## config.mk

```make
export PLATFORM = sky130hd
export DESIGN_NAME = aoc_tt_io_bridge
export DESIGN_NICKNAME = d
export VERILOG_FILES = /design/src/rtl/aoc_io_pkg.sv /design/src/rtl/aoc_byte_fifo.sv /design/src/rtl/aoc_tt_io_bridge.sv
export SDC_FILE = /design/constraint.sdc
export NUM_CORES = 1
export LEC_CHECK = 0
export ABC_CLOCK_PERIOD_IN_PS = 2400
export CORE_UTILIZATION = 40
export DETAILED_ROUTE_END_ITERATION = 16
export GPL_TIMING_DRIVEN = 0
export PLACE_DENSITY = 0.79
export SLEW_MARGIN = 15
export SYNTH_ARGS = -nofsm -noshare
export SYNTH_HDL_FRONTEND = slang
export SYNTH_SLANG_ARGS = --single-unit
```

## constraint.sdc

```tcl
create_clock -name clk -period 2.4 [get_ports clk]
set_input_delay 0.36 -clock clk [delete_from_list [all_inputs] [get_ports clk]]
set_output_delay 0.36 -clock clk [all_outputs]
set_load 0.005 [all_outputs]
```

## src/rtl/aoc_io_pkg.sv

```systemverilog
// Shared types and sizing helpers for the AoC TinyTapeout pin bridge and its FIFO.
package aoc_io_pkg;

  typedef logic [7:0] byte_t;

  localparam int unsigned SYNC_DEPTH = 2;

  // Bytes needed to carry a w-bit word.
  function automatic int unsigned nbytes(input int unsigned w);
    return (w + 32'd7) / 32'd8;
  endfunction

  // Select width for n choices, never narrower than one bit.
  function automatic int unsigned sel_w(input int unsigned n);
    return (n <= 32'd1) ? 32'd1 : 32'($clog2(n));
  endfunction

endpackage

```

## src/rtl/aoc_byte_fifo.sv

```systemverilog
// Small byte FIFO with registered head/full/empty; push while full is accepted
// only when a pop happens in the same cycle.
module aoc_byte_fifo
  import aoc_io_pkg::*;
#(
  parameter int unsigned DEPTH = 4
) (
  input  logic       clk,
  input  logic       rst_n,
  input  logic       push,
  input  logic [7:0] push_data,
  input  logic       pop,
  output logic       full,
  output logic       empty,
  output logic [7:0] head
);

  localparam int unsigned PTR_W = $clog2(DEPTH);
  localparam int unsigned CNT_W = $clog2(DEPTH + 1);

  byte_t            mem_q [DEPTH];
  byte_t            mem_d [DEPTH];
  logic [PTR_W-1:0] wr_ptr_q, wr_ptr_d;
  logic [PTR_W-1:0] rd_ptr_q, rd_ptr_d;
  logic [CNT_W-1:0] count_q, count_d;
  logic             full_q, full_d;
  logic             empty_q, empty_d;
  byte_t            head_q, head_d;
  logic             do_push, do_pop;

  // Next head is read from the post-update storage so a fresh push shows up one cycle later.
  always_comb begin
    do_pop   = pop & ~empty_q;
    do_push  = push & (~full_q | do_pop);
    mem_d    = mem_q;
    wr_ptr_d = wr_ptr_q;
    rd_ptr_d = rd_ptr_q;
    if (do_push) begin
      mem_d[wr_ptr_q] = push_data;
      wr_ptr_d        = wr_ptr_q + PTR_W'(1);
    end
    if (do_pop) begin
      rd_ptr_d = rd_ptr_q + PTR_W'(1);
    end
    count_d = count_q + CNT_W'(do_push) - CNT_W'(do_pop);
    full_d  = (count_d == CNT_W'(DEPTH));
    empty_d = (count_d == '0);
    head_d  = empty_d ? 8'h00 : mem_d[rd_ptr_d];
  end

  always_ff @(posedge clk) begin
    if (!rst_n) begin
      mem_q    <= '{default: '0};
      wr_ptr_q <= '0;
      rd_ptr_q <= '0;
      count_q  <= '0;
      full_q   <= 1'b0;
      empty_q  <= 1'b1;
      head_q   <= '0;
    end else begin
      mem_q    <= mem_d;
      wr_ptr_q <= wr_ptr_d;
      rd_ptr_q <= rd_ptr_d;
      count_q  <= count_d;
      full_q   <= full_d;
      empty_q  <= empty_d;
      head_q   <= head_d;
    end
  end

  assign full  = full_q;
  assign empty = empty_q;
  assign head  = head_q;

endmodule

```

## src/rtl/aoc_tt_io_bridge.sv

```systemverilog
// Pin-side bridge between TinyTapeout host lines and an AoC solver core.
// Define AOC_IO_SYNC_EN to pass host control pins through 2-flop synchronisers.
module aoc_tt_io_bridge
  import aoc_io_pkg::*;
#(
  parameter int unsigned  RESULT_W    = 32,
  parameter int unsigned  NUM_RESULTS = 2,
  parameter int unsigned  FIFO_DEPTH  = 4,
  localparam int unsigned SEL_W       = sel_w(NUM_RESULTS)
) (
  input  logic                            clk,
  input  logic                            rst_n,
  input  logic [7:0]                      host_data,
  input  logic                            host_valid,
  input  logic                            host_start,
  input  logic                            host_read,
  input  logic [SEL_W-1:0]                host_sel,
  output logic                            host_ready,
  output logic                            err_overflow,
  output logic [7:0]                      core_data,
  output logic                            core_valid,
  input  logic                            core_ready,
  output logic                            core_start,
  input  logic                            core_done,
  input  logic [NUM_RESULTS*RESULT_W-1:0] core_result,
  output logic [7:0]                      out_byte,
  output logic                            out_valid,
  output logic                            out_last
);

  localparam int unsigned NBYTES = nbytes(RESULT_W);
  localparam int unsigned IDX_W  = sel_w(NBYTES);
  localparam int unsigned PAD_W  = NBYTES * 8;

  byte_t            line_data;
  logic             line_valid, line_start, line_read;
  logic [SEL_W-1:0] line_sel;

`ifdef AOC_IO_SYNC_EN
  localparam int unsigned SYNC_W = 8 + 3 + SEL_W;
  localparam logic [SYNC_W-1:0] SYNC_RST = {8'h00, 3'b111, {SEL_W{1'b0}}};

  logic [SYNC_W-1:0] sync_q [SYNC_DEPTH];
  logic [SYNC_W-1:0] sync_d [SYNC_DEPTH];

  // Data rides the same pipe as the strobes so a byte stays paired with its valid edge.
  always_comb begin
    sync_d[0] = {host_data, host_valid, host_start, host_read, host_sel};
    for (int unsigned i = 1; i < SYNC_DEPTH; i++) begin
      sync_d[i] = sync_q[i-1];
    end
  end

  always_ff @(posedge clk) begin
    if (!rst_n) begin
      sync_q <= '{default: SYNC_RST};
    end else begin
      sync_q <= sync_d;
    end
  end

  assign {line_data, line_valid, line_start, line_read, line_sel} = sync_q[SYNC_DEPTH-1];
`else
  assign {line_data, line_valid, line_start, line_read, line_sel} =
    {host_data, host_valid, host_start, host_read, host_sel};
`endif

  logic                valid_prev_q, valid_prev_d;
  logic                start_prev_q, start_prev_d;
  logic                read_prev_q, read_prev_d;
  logic [SEL_W-1:0]    sel_prev_q, sel_prev_d;
  logic [RESULT_W-1:0] res_q [NUM_RESULTS];
  logic [RESULT_W-1:0] res_d [NUM_RESULTS];
  logic [IDX_W-1:0]    byte_idx_q, byte_idx_d;
  logic                out_valid_q, out_valid_d;
  logic                out_last_q, out_last_d;
  logic                err_q, err_d;
  logic                core_start_q, core_start_d;

  logic push_stb, start_stb, read_stb, sel_chg, pop;
  logic fifo_full, fifo_empty;
  byte_t fifo_head;

  aoc_byte_fifo #(
    .DEPTH (FIFO_DEPTH)
  ) u_fifo (
    .clk       (clk),
    .rst_n     (rst_n),
    .push      (push_stb),
    .push_data (line_data),
    .pop       (pop),
    .full      (fifo_full),
    .empty     (fifo_empty),
    .head      (fifo_head)
  );

  // Strobes, overflow flag, capture and readout index; start beats done beats sel beats read.
  always_comb begin
    push_stb  = line_valid & ~valid_prev_q;
    start_stb = line_start & ~start_prev_q;
    read_stb  = line_read & ~read_prev_q;
    sel_chg   = (line_sel != sel_prev_q);
    pop       = core_ready & ~fifo_empty;

    valid_prev_d = line_valid;
    start_prev_d = line_start;
    read_prev_d  = line_read;
    sel_prev_d   = line_sel;
    core_start_d = start_stb;

    err_d       = err_q;
    res_d       = res_q;
    byte_idx_d  = byte_idx_q;
    out_valid_d = out_valid_q;

    if (start_stb) begin
      err_d = 1'b0;
    end else if (push_stb & fifo_full & ~pop) begin
      err_d = 1'b1;
    end

    if (start_stb) begin
      out_valid_d = 1'b0;
      byte_idx_d  = '0;
    end else if (core_done) begin
      for (int unsigned k = 0; k < NUM_RESULTS; k++) begin
        res_d[k] = core_result[k*RESULT_W +: RESULT_W];
      end
      out_valid_d = 1'b1;
      byte_idx_d  = '0;
    end else if (sel_chg) begin
      byte_idx_d = '0;
    end else if (read_stb & out_valid_q) begin
      byte_idx_d = (byte_idx_q == IDX_W'(NBYTES - 1)) ? '0 : byte_idx_q + IDX_W'(1);
    end

    out_last_d = out_valid_d & (byte_idx_d == IDX_W'(NBYTES - 1));
  end

  always_ff @(posedge clk) begin
    if (!rst_n) begin
      valid_prev_q <= 1'b1;
      start_prev_q <= 1'b1;
      read_prev_q  <= 1'b1;
      sel_prev_q   <= '0;
      res_q        <= '{default: '0};
      byte_idx_q   <= '0;
      out_valid_q  <= 1'b0;
      out_last_q   <= 1'b0;
      err_q        <= 1'b0;
      core_start_q <= 1'b0;
    end else begin
      valid_prev_q <= valid_prev_d;
      start_prev_q <= start_prev_d;
      read_prev_q  <= read_prev_d;
      sel_prev_q   <= sel_prev_d;
      res_q        <= res_d;
      byte_idx_q   <= byte_idx_d;
      out_valid_q  <= out_valid_d;
      out_last_q   <= out_last_d;
      err_q        <= err_d;
      core_start_q <= core_start_d;
    end
  end

  logic [RESULT_W-1:0] sel_word;
  logic [PAD_W-1:0]    sel_padded;

  // Readout byte: out-of-range channels read zero, top byte zero-padded.
  always_comb begin
    sel_word   = '0;
    sel_padded = '0;
    out_byte   = 8'h00;
    for (int unsigned k = 0; k < NUM_RESULTS; k++) begin
      if (line_sel == SEL_W'(k)) begin
        sel_word = res_q[k];
      end
    end
    sel_padded[RESULT_W-1:0] = sel_word;
    if (out_valid_q) begin
      for (int unsigned b = 0; b < NBYTES; b++) begin
        if (byte_idx_q == IDX_W'(b)) begin
          out_byte = sel_padded[b*8 +: 8];
        end
      end
    end
  end

  assign host_ready   = ~fifo_full;
  assign core_valid   = ~fifo_empty;
  assign core_data    = fifo_head;
  assign err_overflow = err_q;
  assign core_start   = core_start_q;
  assign out_valid    = out_valid_q;
  assign out_last     = out_last_q;

endmodule
```

Yosys cells after proc, flatten, opt, wreduce, memory -nomap -nowiden
Index checks and enable logic that the tools add are counted.

Add/subtract/negate cells: 5. Order comparisons: 3. Equality and inequality tests: 6. Mux-type cells: 21. Bitwise operators: 21. Reduce and logical (&&, ||, !) cells: 6.

Operators by type and width (count): $mux W32 (2); $mux W8 (8); $bwmux W32 (1); $bmux W8 S2 (1); $demux W8 S2 (1); $mux W2 (6); $and A1 B1 Y1 (10); $not A1 Y1 (8); $add A2 B1 Y2 const B (3); $eq A2 B2 Y1 const B (3); $ge A3 B3 Y1 const B (2); $not A2 Y3 (2); $reduce_or A2 Y1 (2); $add A3 B1 Y3 (1); $eq A3 B3 Y1 const B (1); $logic_not A3 Y1 (1); $lt A3 B1 Y1 const B (1); $sub A3 B1 Y3 (1); $eq A2 B1 Y1 const B (1); $logic_not A2 Y1 (1); $mux W1 (2); $reduce_and A2 Y1 (1); $logic_and A1 B1 Y1 (1); $ne A1 B1 Y1 (1); $or A1 B1 Y1 (1).

Register bits: 123. Input port bits: 80. Output and inout bits: 22. Logic and storage cells: 83.

Longest topological paths before layout
Depth in word-level cells: 10. Depth in mapped cells: 12. Gate-level depth less buffers: 11.

Modules after synthesis
Synthesis repeated with hierarchy kept, for this count alone.

Cells, all modules: 648. Area, all modules: 5731.7 um^2.

By module, submodules not included: aoc_tt_io_bridge (times used 1, cells an instance 406, area an instance 3472.1 um^2); aoc_byte_fifo (times used 1, cells an instance 242, area an instance 2259.7 um^2).

Worst setup path after synthesis
No wires, ideal clock.

Kind: register to register. Start: register u_fifo.empty_q (netlist: u_fifo.empty). End: register u_fifo.head_q[5] (netlist: u_fifo.head[5]). Setup time: 116 ps. Arrival time: 2383 ps. Required time: 2284 ps. Slack: -100 ps. Stages on the path, launching flop included: 13. Clock period less this slack: 2500 ps. Cells stage by stage: dfxtp_1 > nand2b_4 > buf_6 > inv_2 > ha_1 > inv_1 > ha_1 > fa_1 > xnor2_1 > xnor2_1 > o31ai_2 > a21oi_1 > o211a_1.

Longest elaborated chain between the ends: 9.

Ends and longest elaborated chain: start: declaration (RTL line aoc_byte_fifo.sv:27) `logic empty_q, empty_d;`; start signal: assignment (RTL line aoc_byte_fifo.sv:66) `empty_q <= empty_d;`; $not A1 Y1 * (RTL line aoc_byte_fifo.sv:33, aoc_tt_io_bridge.sv:103); $and A1 B1 Y1 (RTL line aoc_tt_io_bridge.sv:103) `pop = core_ready & ~fifo_empty;`; $and A1 B1 Y1 * (RTL line aoc_byte_fifo.sv:33) `do_pop = pop & ~empty_q;`; $or A1 B1 Y1 (RTL line aoc_byte_fifo.sv:34) `do_push = push & (~full_q | do_pop);`; $and A1 B1 Y1 (RTL line aoc_byte_fifo.sv:34); $add A3 B1 Y3 / $mux W32 (equally long branches) (RTL line aoc_byte_fifo.sv:45, aoc_byte_fifo.sv:38); $sub A3 B1 Y3 / $bmux W8 S2 (equally long branches) (RTL line aoc_byte_fifo.sv:45, aoc_byte_fifo.sv:48); $logic_not A3 Y1 / $mux W8 (equally long branches) (RTL line aoc_byte_fifo.sv:47, aoc_byte_fifo.sv:48); $reduce_or A2 Y1 (no source line) / $mux W8 (equally long branches); end signal: assignment (RTL line aoc_byte_fifo.sv:59) `head_q <= '0;`; end signal: assignment (RTL line aoc_byte_fifo.sv:67) `head_q <= head_d;`; end: declaration (RTL line aoc_byte_fifo.sv:28) `byte_t head_q, head_d;`.

Every way passes the cells marked *; elsewhere a longest branch is shown, timed or not. The select of a mux whose other input is x is not followed. A chain may end at the register's enable or synchronous reset.

Final worst setup path
Start: register u_fifo.empty_q (netlist: u_fifo.empty). End: register u_fifo.head_q[7] (netlist: u_fifo.head[7]).

The elaborated chain is that of the path after synthesis.

==> summary.md <==
| Metric | Value |
|---|---|
| Run status | `finished, violations left` |
| Failing checks | `negative setup slack` |
| Final slew viol count | `0` |
| EDFF count, synth | `0` |
| Max-cap violations | `0` |
| Layout cells sized above 1 | `16.30%` |
| Largest net degree at the start of global routing | `17` |
| Hold crit path type | `reg2reg` |
| Maximum operating frequency | `407.7 MHz` |
| DRT iter0 DRCs | `332` |
| Normalized max-slew margin | `30.58%` |
| TritonCTS clock tree | `built` |
| Crit Path Max Fanout | `5` |
| Setup-violating endpoint count in the final report | `10` |
| Switching Share | `25.36%` |
| Slowest Stage Delay on Critical Path | `0.37 ns` |
| Launching element type of the critical path | `register` |
| Latest clock arrival within the worst-skew pair | `0.41 ns` |
| Antenna diode count | `0` |
| Number of global-route vias before repair | `4468` |
| Via/cell ratio | `5.133` |
| Netlist cell types | `34` |
| Synthesis-to-finish area growth | `42.73%` |
| Number of core rows | `41` |
| Most common library cell in the layout ignoring fill and taps | `sky130_fd_sc_hd__nand2_1` |
| Total power consumption of the routed design | `0.006313 W` |
| Setup Total Neg Slack | `-0.2723 ns` |
| Total number of clock tree sinks | `123` |
| Yosys warning total | `0` |
| Buffers from clock root to sink, at most | `2` |
| CP bufs+invs | `3` |
| H-tree depth reported by CTS | `4` |
| Family with the most delay on the worst path | `adder cells` |
| Antenna violations before repair | `0` |
| Post-DR wirelength/cell | `16.19 um` |
| Hold Fails Final Rpt | `0` |
| Crit Path Category | `reg2reg` |
| Nature of the critical path endpoint | `register` |
| Total number of vias | `4630` |
| Worst hold path stage count | `2` |
| Average size of a mapped cell | `8.839 um^2` |
| Number of nets with antenna violations after routing | `0` |
| Main synth FF type | `sky130_fd_sc_hd__dfxtp_1` |
| CTS root buf | `sky130_fd_sc_hd__clkbuf_16` |
| Post-layout nets | `808` |
| Switching power summed over all nets | `0.001601 W` |
| Remaining global-route overflow | `0` |
| Gp weighted congestion | `0.7984` |
| Data arrival time of the worst path | `2.74 ns` |
| Fill count | `1058` |
| Die Span Y | `116.2 um` |
| Number of flip-flops and latches in the synthesized netlist | `123` |
| HPWL after detailed placement | `9132 um` |
| CTS buffer count | `17` |
| Sequential-to-total area share from yosys stat | `47.22%` |
| Tmin final | `2.453 ns` |
| Async S/R FF share, synth | `0%` |
| Post-DP Area | `0.006445 mm^2` |
| Clock network fraction of design power | `43.3%` |
| Critical-path cell list | `nand2b_4, inv_4, ha_4, inv_2, ha_4, fa_2, xnor2_2, xnor2_2, o31ai_4, buf_6, a21oi_2, o221a_1` |
| All-Layer GR Usage | `21.81%` |
| # port buffers | `100` |
| Clock transition at the register clock pins on the worst setup and hold paths after CTS | `0.05 ns` |
| Setup repair after global routing missed its margin | `true` |
| Syn Std Cell Area | `0.005215 mm^2` |
| Cell count after synthesis | `590` |
| Comb power frac | `20.5%` |
| Critical path required time | `2.69 ns` |
| Sequential group share of total power | `36.3%` |
| Reg2Reg Depth | `12` |
| Most used cells in the layout excluding fill and tap cells | `140 x sky130_fd_sc_hd__nand2_1, 120 x sky130_fd_sc_hd__dfxtp_1, 91 x sky130_fd_sc_hd__clkdlybuf4s50_1, 72 x sky130_fd_sc_hd__a21oi_1, 43 x sky130_fd_sc_hd__mux2i_1` |
| Number of optimization iterations in the first detailed-route pass | `7` |
| Slack of the worst reg-to-reg path | `-0.05 ns` |
| Transition time at the pin with the least slew margin | `1.041 ns` |
| Die Footprint | `0.01350 mm^2` |
| Worst-case setup margin in the final layout | `-0.05275 ns` |
| Area of the core region | `0.01267 mm^2` |
| Pleak | `3.074 nW` |
| Final critical-path share of the clock period | `102.2%` |
| Worst setup skew after layout | `0.004592 ns` |
| Worst min-delay path startpoint | `res_q[22]` |
| Maximum vdd ir drop | `445.8 uV` |
| X dimension of the die | `116.2 um` |
| I/O Pins | `102` |
| Total routed wirelength | `14610 um` |
| Total internal power | `0.004712 W` |
| Crit-path slowest cell | `sky130_fd_sc_hd__fa_2` |
| Area of all placed cells without fillers | `0.007443 mm^2` |
| Net count of the mapped netlist | `681` |
| Post-layout utilization of the core | `58.74%` |
| Total power per unit cell area | `848.2 mW/mm^2` |
| Initial core utilization | `41.16%` |
| Hold-critical path endpoint | `res_q[22]` |
| Number of DRC violations after detailed routing | `0` |
| Wire length of the first global-routing pass | `22240 um` |
| Worst r2r src | `u_fifo.empty` |
| Terminus of the critical flop-to-flop path | `u_fifo.head[7]` |
## cells by family after synthesis
group | count (synthesis) | synth area share, %
and+or+nand+nor | 207 | 16.46
muxes | 65 | 13.00
DFF | 123 | 47.22
xor gates and xnor gates | 6 | 1.008
AOI/OAI and AO/OA | 122 | 15.16
buffers and inverters | 56 | 4.367
adders and majority gates | 11 | 2.783
## sequential cells by signal, indices dropped and copies added (netlist names)
signal           flops
u_fifo.head          8
res_q               64
out_last             1
byte_idx_q           2
valid_prev_q         1
read_prev_q          1
u_fifo.wr_ptr_q      2
err_overflow         1
start_prev_q         1
u_fifo.mem_q        32
u_fifo.empty         1
core_start           1
sel_prev_q           1
out_valid            1
u_fifo.full          1
u_fifo.count_q       3
u_fifo.rd_ptr_q      2
## worst reg2reg max path, delay by kind of cell, from the launching register on
| family | cells | cell delay, ns |
|---|---|---|
| adder cells (fa/ha/maj) | 3 | 0.78 |
| AO/OA/AOI/OAI | 3 | 0.49 |
| XOR/XNOR | 2 | 0.33 |
| flip-flops | 1 | 0.32 |
| buffers and inverters | 3 | 0.27 |
| AND/OR/NAND/NOR | 1 | 0.14 |
## stage by stage
stage | worst slack [ns] | cells | hold slack [ns]
final | -0.05275 | 902 | 0.4528
after global routing | -0.1197 | 902 | 0.4709
after CTS | -0.03216 | 900 | 0.4533
after detailed placement | -0.7625 | 862 | 0.4458
after global placement | -0.7492 | 862 | 0.4391
after floorplan | 0.02284 | 590 | 0.4329
## layout make-up
| class | instances | area (um^2) | share of cell area [%] |
|---|---|---|---|
| clock buffer | 25 | 495.5 | 6.657 |
| timing repair buffer | 111 | 1086 | 14.59 |
| multi-input combinational | 411 | 2799 | 37.60 |
| clock inverter | 7 | 135.1 | 1.815 |
| sequential | 123 | 2471 | 33.20 |
| buffer | 37 | 173.9 | 2.337 |
| inverter | 16 | 67.56 | 0.9077 |
| tap | 172 | 215.2 | 2.891 |
## synthesized netlist by cell type, drive strengths merged, types with 2 or more instances
library cell,number,area [um^2]
xnor2,5,43.79
nand3b,2,15.01
o22ai,9,56.30
nor3,6,30.03
mux2i,43,430.4
clkbuf,22,82.58
a211o,2,18.77
o221a,6,67.56
dfxtp,123,2462
o211a,10,100.1
ha,10,125.1
inv,16,60.06
and2,11,68.82
a221oi,8,70.07
nor2,36,135.1
buf,18,85.08
nand2b,9,63.81
a21oi,83,415.4
a211oi,2,40.04
mux2,22,247.7
nand2,140,525.5
## power groups by stage
stage | clock network [W] | registers [W] | logic (W)
2_1_floorplan | 0 | 0.00231 | 0.000618
3_3_place_gp | 0 | 0.00231 | 0.00105
3_5_place_dp | 0 | 0.00232 | 0.00106
4_1_cts | 0.00274 | 0.00228 | 0.00133
5_1_grt | 0.00285 | 0.00230 | 0.00138
6_report | 0.00273 | 0.00229 | 0.00129
## worst max-delay path by stage
stage	start	to	slack, ns	cells after the start
floorplan	u_fifo.empty	u_fifo.head[7]	0.02	12
global placement	core_ready	u_fifo.head[7]	-0.75	13
detailed placement	core_ready	u_fifo.head[7]	-0.76	13
CTS	byte_idx_q[1]	out_byte[4]	-0.03	8
global route	u_fifo.empty	u_fifo.head[7]	-0.12	12
finish	u_fifo.empty	u_fifo.head[7]	-0.05	12
## repair_timing
action	in CTS	in global routing
gates cloned	1	0
hold buffers	0	0
gates resized for setup	83	16
setup buffers	8	4
pin swaps	16	9
endpoints found under the setup margin	18	16
## per-layer routing
layer  up-vias  part of all wire (%)  GRT usage, %
met5         -                     0             0
met4         0                   2.6         10.17
met3        36                   5.9         5.241
met2       149                    48         34.92
met1      2194                    43         27.77
li1       2251                     -             -
No activity file was read; power rests on OpenSTA's default activity.
